`src/rtl/dmem_arbiter_pkg.sv`:
```
// rtl/dmem_arbiter_pkg.sv - shared constants and state encoding for the data RAM arbiter
package dmem_arbiter_pkg;

  localparam int DMEM_ADDR_W    = 12;
  localparam int DMEM_DATA_W    = 32;
  localparam int DMEM_MAX_BURST = 16;
  localparam int DMEM_LEN_W     = 5;

  typedef enum logic {
    ST_IDLE  = 1'b0,
    ST_BURST = 1'b1
  } state_t;

endpackage

```
`src/rtl/dmem_arbiter_ret_pipe.sv`:
```
// rtl/dmem_arbiter_ret_pipe.sv - one-stage pending flag and index for VGA read returns
module dmem_arbiter_ret_pipe
  import dmem_arbiter_pkg::*;
#(
  parameter int LEN_W = DMEM_LEN_W
) (
  input  logic             clock,
  input  logic             reset,
  input  logic             issue_i,
  input  logic [LEN_W-1:0] idx_i,
  output logic             pend_o,
  output logic [LEN_W-1:0] idx_o
);

  logic             pend_q;
  logic [LEN_W-1:0] idx_q;

  // Remember which burst word the RAM returns next cycle; CPU cycles leave the flag clear
  always_ff @(posedge clock) begin
    if (!reset) begin
      pend_q <= 1'b0;
      idx_q  <= '0;
    end else begin
      pend_q <= issue_i;
      if (issue_i) begin
        idx_q <= idx_i;
      end
    end
  end

  assign pend_o = pend_q;
  assign idx_o  = idx_q;

endmodule

```
`src/rtl/dmem_arbiter.sv`:
```
// rtl/dmem_arbiter.sv - CPU-priority sharing of the data RAM port with a VGA burst reader
module dmem_arbiter
  import dmem_arbiter_pkg::*;
#(
  parameter int ADDR_W = DMEM_ADDR_W,
  parameter int DATA_W = DMEM_DATA_W,
  parameter int LEN_W  = DMEM_LEN_W
) (
  input  logic              clock,
  input  logic              reset,
  input  logic              cpu_req,
  input  logic              cpu_wren,
  input  logic [ADDR_W-1:0] cpu_addr,
  input  logic [DATA_W-1:0] cpu_data,
  output logic [DATA_W-1:0] cpu_q,
  input  logic              vga_req,
  input  logic [ADDR_W-1:0] vga_base,
  input  logic [LEN_W-1:0]  vga_len,
  output logic              vga_busy,
  output logic              vga_rvalid,
  output logic [LEN_W-1:0]  vga_rindex,
  output logic [DATA_W-1:0] vga_rdata,
  output logic              vga_done,
  output logic              ram_wen,
  output logic [ADDR_W-1:0] ram_addr,
  output logic [DATA_W-1:0] ram_din,
  input  logic [DATA_W-1:0] ram_dout
);

  state_t            state_q;
  logic [ADDR_W-1:0] base_q;
  logic [LEN_W-1:0]  len_q;
  logic [LEN_W-1:0]  idx_q;

  logic              issue;
  logic              accept;
  logic              last_issue;
  logic [ADDR_W-1:0] vga_addr;
  logic              pend;
  logic [LEN_W-1:0]  pend_idx;

  // The CPU has no stall, so VGA only gets cycles where cpu_req is low
  assign issue      = (state_q == ST_BURST) && !cpu_req;
  assign last_issue = (idx_q == len_q - 1'b1);
  assign vga_addr   = base_q + ADDR_W'(idx_q);
  assign vga_busy   = (state_q != ST_IDLE) | pend;
  assign accept     = (state_q == ST_IDLE) && vga_req && !vga_busy && (vga_len != '0);

  // Burst sequencer: capture the request, then issue one word per free cycle until len words go out
  always_ff @(posedge clock) begin
    if (!reset) begin
      state_q <= ST_IDLE;
      base_q  <= '0;
      len_q   <= '0;
      idx_q   <= '0;
    end else begin
      case (state_q)
        ST_IDLE: begin
          if (accept) begin
            base_q  <= vga_base;
            len_q   <= vga_len;
            idx_q   <= '0;
            state_q <= ST_BURST;
          end
        end
        ST_BURST: begin
          if (issue) begin
            idx_q <= idx_q + 1'b1;
            if (last_issue) begin
              state_q <= ST_IDLE;
            end
          end
        end
        default: state_q <= ST_IDLE;
      endcase
    end
  end

  // Port mux: CPU owns the port whenever it asks; writes are blocked while reset is held
  always_comb begin
    ram_addr = cpu_addr;
    ram_din  = cpu_data;
    ram_wen  = 1'b0;
    if (cpu_req) begin
      ram_wen = cpu_wren;
    end else if (issue) begin
      ram_addr = vga_addr;
    end
    if (!reset) begin
      ram_wen = 1'b0;
    end
  end

  dmem_arbiter_ret_pipe #(
    .LEN_W (LEN_W)
  ) u_ret_pipe (
    .clock   (clock),
    .reset   (reset),
    .issue_i (issue),
    .idx_i   (idx_q),
    .pend_o  (pend),
    .idx_o   (pend_idx)
  );

  // RAM data is only tagged as VGA data in the cycle after a VGA issue
  assign cpu_q      = ram_dout;
  assign vga_rvalid = pend;
  assign vga_rindex = pend ? pend_idx : '0;
  assign vga_rdata  = pend ? ram_dout : '0;
  assign vga_done   = pend && (pend_idx == len_q - 1'b1);

endmodule

```
`config.mk`:
```
export PLATFORM = sky130hd
export DESIGN_NAME = dmem_arbiter
export DESIGN_NICKNAME = d
export VERILOG_FILES = /design/src/rtl/dmem_arbiter_pkg.sv /design/src/rtl/dmem_arbiter_ret_pipe.sv /design/src/rtl/dmem_arbiter.sv
export SDC_FILE = /design/constraint.sdc
export NUM_CORES = 1
export LEC_CHECK = 0
export BUFFER_PORTS_ARGS = -buffer_cell sky130_fd_sc_hd__buf_2
export CORE_MARGIN = 2
export CORE_UTILIZATION = 40
export DETAILED_ROUTE_END_ITERATION = 6
export GPL_TIMING_DRIVEN = 0
export HOLD_SLACK_MARGIN = 0.1
export MAX_ROUTING_LAYER = met4
export PLACE_DENSITY = 0.81
export SLEW_MARGIN = 15
export SYNTH_ARGS = -nofsm -noshare
export SYNTH_HDL_FRONTEND = slang
export SYNTH_SLANG_ARGS = --single-unit
```
`constraint.sdc`:
```
create_clock -name clock -period 2.2 [get_ports clock]
set_clock_uncertainty 0.1 [all_clocks]
set_input_delay 0.11 -clock clock [delete_from_list [all_inputs] [get_ports clock]]
set_output_delay 0.11 -clock clock [all_outputs]
set_load 0.01 [all_outputs]
```
Word-level counts from Yosys, hierarchy flattened
Cells that the tools add are included.

word-level totals
  word-level logic and storage cells = 38
  output and inout port bits = 117
  input port bits = 98
  bits in registers = 29

operators by class
  reduce and logical (&&, ||, !) cells = 10
  equal/unequal tests = 4
  mux-type cells = 13
  bitwise logic cells = 2
  add/subtract/negate cells = 3

operators by type and width
  kind                 count
  $mux 32              1
  $mux 12              2
  $mux 5               3
  $add 12x5->12        1
  $eq 5x5->1           2
  $pmux 5 s2           1
  $add 5x1->5 const B  1
  $logic_and 1x1->1    5
  $mux 1               5
  $reduce_bool 5->1    1
  $sub 5x1->5 const B  1
  $reduce_and 2->1     2
  $logic_not 1->1      2
  $ne 2x1->1 const B   1
  $ne 2x2->1 const B   1
  $pmux 1 s2           1
  $not 1->1            1
  $or 1x1->1           1

Longest topological paths before layout
  depth after elaboration = 6
  depth in mapped cells = 7
  mapped depth without buffers = 7

Modules after synthesis
From an unflattened synthesis, not the netlist that was laid out.

second synthesis, totals
  cells, all modules = 325
  area total of the unflattened synthesis = 2615.0 um2

by module, submodules not included
  module                 area each (um2)  seq. area each (um2)  cells an instance  instances
  dmem_arbiter           2394.8           460.4                 307                1
  dmem_arbiter_ret_pipe  220.2            120.1                 18                 1

Least setup slack after synthesis
Ideal clock, no wire load.

  kind = reg-to-output
  start point = reg idx_q[0]
  end point = out ram_addr[10]
  slack = 288 ps
  stages on the path, launching flop included = 8
  arrival = 1702 ps
  required time = 1990 ps
  path buffers = 0
  cells stage by stage = dfxtp_1 ha_1 inv_1 fa_1 nor2b_1 o31a_1 o211a_1 o211ai_1

between the ends
  cells in the longest elaborated chain, start to end = 3

RTL lines
  element                   RTL line            text
  start: declaration        dmem_arbiter.sv:33  logic [LEN_W-1:0] idx_q;
  start signal: assignment  dmem_arbiter.sv:68  idx_q <= idx_q + 1'b1;
  $add 12x5->12             dmem_arbiter.sv:45  assign vga_addr = base_q + ADDR_W'(idx_q);
  $mux 12                   dmem_arbiter.sv:86  end else if (issue) begin
  $mux 12                   dmem_arbiter.sv:84  if (cpu_req) begin
  end: declaration          dmem_arbiter.sv:25  output logic [ADDR_W-1:0] ram_addr,

No other way between the ends.

Final worst setup path
  start point = reg idx_q[2]
  end point = out ram_addr[6]

Same word-level chain as after synthesis.

==> metrics.md <==
| Metric | Value |
|---|---|
| Status | `complete, but fails checks` |
| Failing checks | `setup timing` |
| Most frequent cells in the layout | `buf_2, buf_4, and2_1` |
| Largest net degree at the start of global routing | `11` |
| Critical path's slowest cell | `dfxtp_2` |
| Vias in the first global route | `2908` |
| DR WL/cell | `14.32 um` |
| Clk sinks | `29` |
| Register-to-register setup slack | `330 ps` |
| Post-Syn Nets | `433` |
| Clock buffer count from CTS | `5` |
| CP max FO | `7` |
| FMAX | `437.0 MHz` |
| DIE HEIGHT | `84.57 um` |
| Mapped Avg Cell Area | `7.940 sq um` |
| Worst R2R End | `state_q$_SDFF_PN0_` |
| Post-synth EDFFs | `0` |
| Max cap viols | `0` |
| Unrepaired setup endpoints after global routing | `true` |
| Leading cell type in the layout, fill and taps excluded | `buf_2` |
| PnR worst setup slack | `-88.11 ps` |
| Worst rel slew slack | `63.40%` |
| Final setup viols | `7` |
| First-pass GRT wire length | `13510 um` |
| Post-Layout Cell Count | `614` |
| Met2 wire len | `4737 um` |
| Top Layer Used | `met4` |
| Initial DRC Count | `73` |
| Nets@finish | `642` |
| Reg2Reg Depth | `6` |
| Synth Flop Type | `dfxtp_1` |
| Die W | `84.57 um` |
| Final Hold Fails | `0` |
| DRC violations left | `0` |
| CP max stage delay | `430 ps` |
| Boundary Pins | `215` |
| Via density | `4.818` |
| Synthesized area | `0.002596 sq mm` |
| Yosys reg bits | `29` |
| Gr ovfl total | `0` |
| Met3 WL | `671 um` |
| Port bufs | `182` |
| Critical Path AT | `2080 ps` |
| CP Launch Point | `idx_q[2]$_SDFFE_PN0P_` |
| Worst hold margin | `173.3 ps` |
| FFs w/ async S/R, synth | `0%` |
| CTS tree | `done` |
| Design area | `0.003945 sq mm` |
| Pre-CTS WS | `-98.72 ps` |
| Routability cong. | `0.8972` |
| # fillers | `539` |
| Layout cells sized above 1 | `51.40%` |
| Final core area utilization | `62.49%` |
| Die area | `0.007151 sq mm` |
| Final WL | `8793 um` |
| Crit path to | `ram_addr[6]` |
| Yosys warns | `0` |
| TritonRoute pass-1 iters | `4` |
| Min Clock Period, post-route | `2288 ps` |
| Kind of critical path | `reg -> out` |
| Area post-placement | `0.003603 sq mm` |
| Total GRT Usage | `23.83%` |
| Power Density | `401.1 mW/mm^2` |
| Initial antenna violation count | `0` |
| Fin. max-slew vios | `0` |
| Vias | `2958` |
| Reg clk slew, reported paths | `70 ps` |
| Area growth syn-to-layout | `51.95%` |
| Worst-skew pair later-pin latency | `290 ps` |
| Pwr Total | `1.582 mW` |
| Root Buffer Master | `clkbuf_8` |
| Setup tns final | `-338.4 ps` |
| Crit path cell chain | `ha_4, nor2b_2, o31a_1, o21a_1, o211ai_1, buf_2` |
| Multi-input logic area | `0.001481 sq mm` |
| Critical path startpoint category | `flop` |
| Slew @ Worst Pin | `549.0 ps` |
| Dpl hpwl | `6663 um` |
| Cell Rows | `29` |
| Placed cell count | `586` |
| Crit share post-route | `104.0%` |
| Register area | `590.6 sq um` |
| Worst EP required | `1990 ps` |
| CORE AREA | `0.006314 sq mm` |
| Wl on met1 | `3206 um` |
| Yosys cell types | `48` |
| Final ANT Viol Nets | `0` |
| Initial core utilization | `41.12%` |
| H-tree depth | `2` |
| Setup crit end kind | `primary output` |
| Leakage dissipation | `2.126 nW` |
| ANT cells | `0` |
| Worst vdd ir | `373.4 uV` |
| Crit Reg-Reg Startpoint | `len_q[0]$_SDFFE_PN0P_` |
| CTS max path bufs | `2` |
| Cells after Synth | `327` |
| Hold Crit Class | `in -> reg` |
| Post-synthesis sequential area ratio | `22.36%` |
==> how the worst min path moves through the flow <==
stage	start	endpoint	slack (ps)	cells past startpoint
floorplan	vga_len[0]	len_q[0]$_SDFFE_PN0P_	140	2
global placement	vga_base[7]	base_q[7]$_SDFFE_PN0P_	260	3
detailed placement	vga_base[7]	base_q[7]$_SDFFE_PN0P_	270	3
CTS	cpu_req	state_q$_SDFF_PN0_	160	4
global route	cpu_req	state_q$_SDFF_PN0_	190	4
finish	cpu_req	state_q$_SDFF_PN0_	170	4
==> sequential cells by signal (all words and copies together), names as in the netlist <==
name               flops
base_q                12
idx_q                  5
len_q                  5
u_ret_pipe.idx_o       5
state_q                1
u_ret_pipe.pend_o      1
==> kinds of logic after synthesis <==
kind of cell             count (synthesis)  synth area share [%]
flip-flops                              29                 22.36
XOR/XNOR                                17                 5.735
AO/OA/AOI/OAI                           50                 14.31
multiplexers                            13                 5.012
AND/OR/NAND/NOR                        124                 25.93
buffers and inverters                   86                 22.51
adder cells (fa/ha/maj)                  8                 4.144
==> worst max-delay path, delay by kind of cell (launching register included) <==
family	cells	cell delay (ps)
adder cells (fa/ha/maj)	1	240
flip-flops	1	430
AND/OR/NAND/NOR	1	160
AO/OA/AOI/OAI	3	780
buffers and inverters	1	170
==> Yosys cell counts (all sizes together), types with 3 or more instances <==
library cell / n / area [sq um]
nand3: 4 / 20.02
mux2i: 13 / 130.1
dfxtp: 29 / 580.6
a211oi: 3 / 22.52
ha: 7 / 87.58
nor2: 11 / 41.29
buf: 69 / 520.5
o211ai: 5 / 37.54
a21oi: 3 / 15.01
o2111ai: 4 / 35.03
o21a: 5 / 37.54
o21ai: 8 / 51.30
nand4: 3 / 18.77
inv: 7 / 26.28
and2: 38 / 237.7
nor2b: 16 / 100.1
a21boi: 10 / 75.07
xnor2: 4 / 35.03
and3: 3 / 18.77
clkbuf: 10 / 37.54
xor2: 13 / 113.9
nand2: 34 / 127.6
==> where the power goes <==
part	switching (mW)	total (mW)	internal [mW]
registers	0.0307	0.580	0.549
clock network	0.221	0.439	0.219
logic	0.260	0.563	0.303
total	0.511	1.58	1.07
==> what timing repair did <==
action | 4_1_cts | 5_1_grt
gates resized for setup | 15 | 2
buffers inserted | 2 | 1
hold buffers | 18 | 0
endpoints found under the setup margin | 8 | 8
hold endpoints to repair | 22 | 0
pin swaps | 11 | 8
==> layer usage <==
metal	up-vias	global-route usage, %
met5	-	-
met4	0	6.638
met3	17	4.031
met2	141	45.88
met1	1350	24.58
li1	1450	-
==> layout make-up <==
cell class	count	share of cell area, %
Buffer	78	14.05
Clock buffer	6	1.840
Clock inverter	2	0.2537
Inverter	7	0.6660
Multi-Input combinational cell	212	37.55
Sequential cell	29	14.97
Tap cell	77	2.442
Timing Repair Buffer	203	28.23
Note: power is estimated with default switching activity, not from simulation.
